===== src/rtl/cic_decimator_pkg.sv =====
// Shared CIC decimator constants: default order/ratio and the word-width formula,
// so downstream readout logic can size its input from the same source.
package cic_decimator_pkg;

  localparam int DEFAULT_ORDER = 3;
  localparam int DEFAULT_DECIM = 64;

  // Bit growth of an N-stage, ratio-R CIC with a 1-bit unsigned input.
  function automatic int out_width(input int order, input int decim);
    return order * $clog2(decim) + 1;
  endfunction

endpackage


===== src/rtl/cic_comb_stage.sv =====
// One CIC comb section: y = x - x_delayed, evaluated only when the upstream valid is set.
module cic_comb_stage #(
  parameter int WIDTH = 19
) (
  input  logic             i_clk,
  input  logic             i_rst,
  input  logic             i_valid,
  input  logic [WIDTH-1:0] i_x,
  output logic             o_valid,
  output logic [WIDTH-1:0] o_y
);

  logic [WIDTH-1:0] y_q, y_d;
  logic [WIDTH-1:0] dly_q, dly_d;
  logic             valid_q, valid_d;

  always_comb begin
    y_d     = y_q;
    dly_d   = dly_q;
    valid_d = i_valid;
    if (i_valid) begin
      y_d   = i_x - dly_q;
      dly_d = i_x;
    end
  end

  always_ff @(posedge i_clk) begin
    if (!i_rst) begin
      y_q     <= '0;
      dly_q   <= '0;
      valid_q <= 1'b0;
    end else begin
      y_q     <= y_d;
      dly_q   <= dly_d;
      valid_q <= valid_d;
    end
  end

  assign o_y     = y_q;
  assign o_valid = valid_q;

endmodule


===== src/rtl/cic_decimator.sv =====
// Decimating CIC filter for a 1-bit sigma-delta bitstream: ORDER integrators at the
// enabled input rate, decimate by DECIM, then ORDER comb sections on the system clock.
module cic_decimator
  import cic_decimator_pkg::*;
#(
  parameter int  ORDER     = DEFAULT_ORDER,
  parameter int  DECIM     = DEFAULT_DECIM,
  localparam int OUT_WIDTH = out_width(ORDER, DECIM)
) (
  input  logic                 i_clk,
  input  logic                 i_rst,
  input  logic                 i_en,
  input  logic                 i_d,
  output logic [OUT_WIDTH-1:0] o_data,
  output logic                 o_valid
);

  localparam int CNT_W = $clog2(DECIM);

  logic [CNT_W-1:0]                 cnt_q, cnt_d;
  logic [ORDER-1:0][OUT_WIDTH-1:0]  int_q, int_d;
  logic [OUT_WIDTH-1:0]             comb_x_q, comb_x_d;
  logic                             comb_v_q, comb_v_d;
  logic                             strobe;

  // Integrators wrap modulo 2^OUT_WIDTH on purpose; the comb differences undo the wrap.
  always_comb begin
    cnt_d    = cnt_q;
    int_d    = int_q;
    strobe   = i_en && (cnt_q == CNT_W'(DECIM - 1));
    if (i_en) begin
      cnt_d    = cnt_q + 1'b1;
      int_d[0] = int_q[0] + OUT_WIDTH'(i_d);
      for (int k = 1; k < ORDER; k++) begin
        int_d[k] = int_q[k] + int_q[k-1];
      end
    end
    comb_x_d = strobe ? int_d[ORDER-1] : comb_x_q;
    comb_v_d = strobe;
  end

  always_ff @(posedge i_clk) begin
    if (!i_rst) begin
      cnt_q    <= '0;
      int_q    <= '0;
      comb_x_q <= '0;
      comb_v_q <= 1'b0;
    end else begin
      cnt_q    <= cnt_d;
      int_q    <= int_d;
      comb_x_q <= comb_x_d;
      comb_v_q <= comb_v_d;
    end
  end

  logic [ORDER:0][OUT_WIDTH-1:0] stage_x;
  logic [ORDER:0]                stage_v;

  assign stage_x[0] = comb_x_q;
  assign stage_v[0] = comb_v_q;

  for (genvar k = 0; k < ORDER; k++) begin : g_comb
    cic_comb_stage #(
      .WIDTH (OUT_WIDTH)
    ) u_comb (
      .i_clk   (i_clk),
      .i_rst   (i_rst),
      .i_valid (stage_v[k]),
      .i_x     (stage_x[k]),
      .o_valid (stage_v[k+1]),
      .o_y     (stage_x[k+1])
    );
  end

  assign o_data  = stage_x[ORDER];
  assign o_valid = stage_v[ORDER];

endmodule


===== config.mk =====
export PLATFORM = sky130hd
export DESIGN_NAME = cic_decimator
export DESIGN_NICKNAME = d
export VERILOG_FILES = /design/src/rtl/cic_decimator_pkg.sv /design/src/rtl/cic_comb_stage.sv /design/src/rtl/cic_decimator.sv
export SDC_FILE = /design/constraint.sdc
export NUM_CORES = 1
export LEC_CHECK = 0
export BUFFER_PORTS_ARGS = -buffer_cell sky130_fd_sc_hd__buf_2
export CAP_MARGIN = 20
export CELL_PAD_IN_SITES_DETAIL_PLACEMENT = 0
export CELL_PAD_IN_SITES_GLOBAL_PLACEMENT = 1
export CORE_AREA = 2 2 112 222
export DETAILED_ROUTE_END_ITERATION = 6
export DIE_AREA = 0 0 114 224
export PLACE_DENSITY = 0.82
export RECOVER_POWER = 50
export SKIP_LAST_GASP = 1
export SYNTH_ARGS = -nofsm -noshare
export SYNTH_HDL_FRONTEND = slang
export SYNTH_SLANG_ARGS = --single-unit
export TNS_END_PERCENT = 30

===== constraint.sdc =====
create_clock -name i_clk -period 3.6 [get_ports i_clk]
set_clock_uncertainty 0.1 [all_clocks]
set_input_delay 0.9 -clock i_clk [delete_from_list [all_inputs] [get_ports i_clk]]
set_output_delay 0.9 -clock i_clk [all_outputs]
set_load 0.01 [all_outputs]

# Word-level counts from Yosys, hierarchy flattened
# Index checks and enable logic that the tools add are counted.
[word_totals]
regBits = 200
output_inout_bits = 20
word_cells = 25
[op_classes]
n_addsub = 7
eq_ne = 1
mux = 1
reduce_logical = 1
[op_table]
columns = ["operator", "n"]
rows = [
  ["2-to-1 mux 57 bit", 1],
  ["subtractor 19 bit", 3],
  ["adder 19 bit", 2],
  ["adder 19 x 1 -> 19 bit", 1],
  ["adder 6 x 1 -> 6 bit, second input constant", 1],
  ["equality test 6 bit, second input constant", 1],
  ["logical AND 1 bit", 1],
]

# Depth between registers and ports, before layout
[depth]
depth_word = 2
mapped_depth = 11
depth_no_buf = 11

# Hierarchy
# Synthesis repeated with hierarchy kept, for this count alone.
[unflattened]
hier_cells = 1425
area_unflattened_um2 = 12051.6
[by_module_without_submodules]
columns = ["mod", "instances", "cells_each", "area_each_um2", "seq_area_each_um2"]
rows = [
  ["cic_decimator", 1, 578, 4850.9, 1661.6],
  ["cic_comb_stage at g_comb[1].u_comb ...", 2, 284, 2391.0, 780.7],
  ["cic_comb_stage at g_comb[0].u_comb", 1, 279, 2418.6, 780.7],
]

# Worst setup path after synthesis
# OpenSTA, ideal clock, no wires.
[synth_timing]
path_type = "register -> register"
startpoint = "reg g_comb[0].u_comb.y_q[0]"
endpoint = "reg g_comb[1].u_comb.y_q[16]"
setup_ns = 0.079
arrival_ns = 2.258
required_time_ns = 3.421
slack_ns = 1.163
path_stages_with_launch = 12
period_less_slack_ns = 2.437
path_cell_list = "dfxtp_1 > inv_1 > ha_1 > inv_1 > fa_1 > a211oi_1 > o211ai_1 > a41oi_2 > or2_1 > a21oi_1 > mux2_1 > o211ai_1"
[synth_between]
elab_chain_len = 1
[synth_lines]
columns = ["element", "line", "source"]
rows = [
  ["from (decl)", "cic_comb_stage.sv:13", "logic [WIDTH-1:0] y_q, y_d;"],
  ["from (signal assigned)", "cic_comb_stage.sv:33", "y_q <= y_d;"],
  ["subtractor 19 bit", "cic_comb_stage.sv:22", "y_d = i_x - dly_q;"],
  ["to (signal assigned)", "cic_comb_stage.sv:33", ""],
  ["to (decl)", "cic_comb_stage.sv:13", ""],
]
# No other way between the ends.
# A chain may end at the register's enable or synchronous reset.

# Worst setup path in the final report
[layout_timing]
startpoint = "reg comb_x_q[0]"
endpoint = "reg g_comb[0].u_comb.y_q[18]"
[layout_between]
elab_chain_len = 1
[layout_lines]
columns = ["element", "line", "source"]
rows = [
  ["from (decl)", "cic_decimator.sv:22", "logic [OUT_WIDTH-1:0] comb_x_q, comb_x_d;"],
  ["from (signal assigned)", "cic_decimator.sv:51", "comb_x_q <= comb_x_d;"],
  ["subtractor 19 bit", "cic_comb_stage.sv:22", ""],
]
# No other way between the ends.

==> flow_metrics.py <==
metrics = {
    "power_and_ir_drop": {
        "p_per_area_nw_per_um2": 360,
        "vdd_ir_drop_max_mv": 0.312,
        "fin_total_pwr_mw": 4.59,
        "leakage_nw": 5.06,
    },
    "die": {
        "rows": 80,
        "start_util_pct": 49.2,
        "die_area_um2": 25500,
        "die_x_um": 114,
        "io-pin-count": 24,
        "placeableCoreArea_um2": 23800,
        "die_h_um": 224,
    },
    "finish": {
        "post-route-util_pct": 53.5,
        "fin_nets": 1480,
        "diodes": 0,
        "final_layout_size_suffix_gt1_share_pct": 5.32,
        "syn_to_final_growth_pct": 8.74,
    },
    "clocking": {
        "clkTransAtPathRegs_ns": 0.07,
        "cts_hold_buf": 0,
        "h-tree-depth": 4,
        "cts_setup_buffers": 0,
        "clock-sinks": 200,
        "cts_buffer_depth": 2,
        "tritoncts": "built",
        "cts.repair.resized": 0,
        "cts_root_buffer": "clkbuf_16",
        "clock_latency_ns": 0.45,
        "cts_buffers": 17,
    },
    "setup_path": {
        "crit_chain": "inv_1 > ha_1 > inv_1 > fa_1 > a211oi_1 > o211ai_1 > a41oi_2 > o21ai_1 > o221ai_1 > xnor2_1 > o21ai_1",
        "slowest_delay_ns": 0.42,
        "critPathTopFamily": "compound AO/OA/AOI/OAI gates",
        "arrival_ns": 3.13,
        "critPathSlowestCell": "fa_1",
        "required_ns": 3.84,
        "startpoint_type": "flip-flop",
        "cp-end-kind": "flip-flop",
        "crit_buf_inv": 2,
        "rr_worst_depth": 11,
        "crit_type": "reg -> reg",
        "critPathMaxFanout": 3,
        "cp.depth": 11,
    },
    "placed_design": {
        "gp_congestion": 0.864,
        "place_hpwl_mm": 18.5,
        "portBuffers": 23,
    },
    "logic_synthesis": {
        "yosysTopAreaCell": "dfxtp_1",
        "synth.avg_cell_area_um2": 8.50,
        "synth_cell_type_count": 67,
        "yosysWarningCount": 0,
        "ys_seq_area_share_pct": 34.2,
        "synth_top_area_share_pct": 34.2,
        "synth_edf_count": 0,
        "async_flop_share_pct": 0,
        "ys_ff_latch": 200,
        "synth_cells": 1380,
        "synth_fp_nets": 1482,
        "syn_area_um2": 11700,
        "synthTopCellsByArea": "dfxtp_1 (34%), ha_1 (9.9%), mux2i_1 (7.9%)",
        "synth-main-ff-cell": "dfxtp_1",
    },
    "sta": {
        "slew_headroom_pct": 28.8,
        "finalMaxSlewViolations": 0,
        "hold_violations": 0,
        "grt_setup_unrepaired": "no",
        "setup_violations": 0,
        "fmax_mhz": 345,
        "min_period_ns": 2.90,
        "setup_tns_ns": 0,
        "period_share_pct": 80.4,
        "worst_slew_pin_slew_ns": 1.07,
    },
    "routing": {
        "final_antenna_net_count": 0,
        "wl_per_cell_um": 14.8,
        "vias": 9403,
        "drt-total-wl_mm": 24.9,
        "drc": 0,
        "first_pass_iters": 4,
        "first_iter_violations": 300,
        "post_drt_via_cell_ratio": 5.60,
    },
    "worst_hold_path": {
        "hold_path_depth": 2,
        "holdCritPathClass": "reg -> reg",
    },
    "global_routing": {
        "grt_usage_pct": 20.6,
        "grt_pass1_wl_mm": 42.8,
        "grt_antenna_before_repair": 0,
        "grt_overflow": 0,
        "grt_pass1_vias": 9506,
        "grt_max_degree": 67,
    },
    "flow_run": {
        "drv_cap": 0,
    },
    "status": {
        "status": "complete, no violations",
    },
}
-- path summary, 6_finish.rpt --
path / end / start / slack (ns)
max reg2reg: g_comb[0].u_comb.o_y[18]$_SDFFE_PN0P_ / comb_x_q[0]$_SDFFE_PN0P_ / 0.70
max: g_comb[0].u_comb.o_y[18]$_SDFFE_PN0P_ / comb_x_q[0]$_SDFFE_PN0P_ / 0.70
min: g_comb[2].u_comb.o_y[16]$_SDFFE_PN0P_ / g_comb[2].u_comb.o_y[16]$_SDFFE_PN0P_ / 0.34
min reg2reg: g_comb[2].u_comb.o_y[16]$_SDFFE_PN0P_ / g_comb[2].u_comb.o_y[16]$_SDFFE_PN0P_ / 0.34
-- synth_stat cells, types with 3 or more instances --
library cell / number
a211o_1: 7
a211oi_1: 33
a211oi_2: 3
a21o_1: 29
a21oi_1: 79
a311o_1: 3
a31o_2: 3
a31oi_1: 7
and2_1: 4
and3_1: 13
buf_1: 16
clkbuf_1: 39
dfxtp_1: 200
fa_1: 5
ha_1: 93
inv_1: 87
mux2_1: 3
mux2i_1: 92
nand2_1: 76
nand2b_1: 11
nand3_1: 37
nand3b_1: 21
nand4_1: 11
nand4b_1: 4
nor2_1: 194
nor2b_1: 13
nor3_1: 22
nor4b_1: 3
o2111ai_1: 5
o211ai_1: 17
o21a_1: 19
o21ai_0: 55
o21ai_1: 27
o21bai_1: 5
o221ai_1: 3
o31a_1: 6
o31ai_1: 4
or2_2: 3
or3_1: 16
xnor2_1: 28
xor2_1: 47
-- cell type report --
type,count,area (um^2)
Clock inverter,11,215
Clock buffer,21,480
Inverter,87,329
Tap cell,287,359
Fill cell,2315,11100
Sequential cell,200,4010
Multi-Input combinational cell,1036,7180
Timing Repair Buffer,36,180
-- state kept, by name, summed over array words and instances (netlist names) --
| name | count |
|---|---|
| int_q | 57 |
| g_comb.u_comb.o_y | 57 |
| cnt_q | 6 |
| g_comb.u_comb.dly_q | 57 |
| comb_x_q | 19 |
| g_comb.u_comb.o_valid | 3 |
| comb_v_q | 1 |
-- logic make-up after synthesis --
family / share of synthesized area [%]
flip-flops: 34.2
AO/OA/AOI/OAI: 19.5
XOR/XNOR: 5.60
buffers and inverters: 4.63
adder cells (fa/ha/maj): 10.8
multiplexers: 8.14
AND/OR/NAND/NOR: 17.2
-- where the power goes --
group          leakage [nW]  switching [mW]  internal, mW
sequential             1.61         0.00983          2.22
combinational          3.11          0.0948        0.0370
clock                 0.340           0.843          1.38
total                  5.06           0.948          3.64
-- routing by layer --
metal	GRT usage (%)	vias to the layer above	share of wire (%)	wire length (um)
met2	41.8	103	57	14100
met4	9.32	0	3.8	940
met3	3.35	63	1.8	451
met1	19.2	4366	38	9410
met5	0	-	0	0
li1	-	4871	-	-
-- worst register-to-register path: cells and delay by family (launching register included) --
kind,cells,cell delay (ns)
compound gates,6,1.52
fa+ha+maj,2,0.57
flops,1,0.32
xor+xnor,1,0.16
buf+inv,2,0.11
-- through the flow --
step	setup slack, ns	area (um^2)	cells	hold WS, ns
2_1_floorplan	1.16	11700	1380	0.350
6_report	0.704	12700	1678	0.344
3_3_place_gp	0.786	12100	1646	0.331
3_5_place_dp	0.760	12100	1646	0.337
4_1_cts	0.759	12800	1678	0.346
5_1_grt	0.423	12700	1678	0.384
-- cell usage in the layout, fill, tap and decap left out, types with 16 or more instances in the layout --
cell / instances
a211oi_1: 33
a21o_1: 29
a21oi_1: 79
clkbuf_1: 22
clkbuf_16: 17
dfxtp_1: 197
ha_1: 93
inv_1: 86
mux2i_1: 92
nand2_1: 76
nand3_1: 37
nand3b_1: 21
nor2_1: 194
nor3_1: 22
o211ai_1: 17
o21a_1: 19
o21ai_0: 55
o21ai_1: 27
or3_1: 16
xnor2_1: 28
xor2_1: 47
Power figures use the tool's default switching activity.
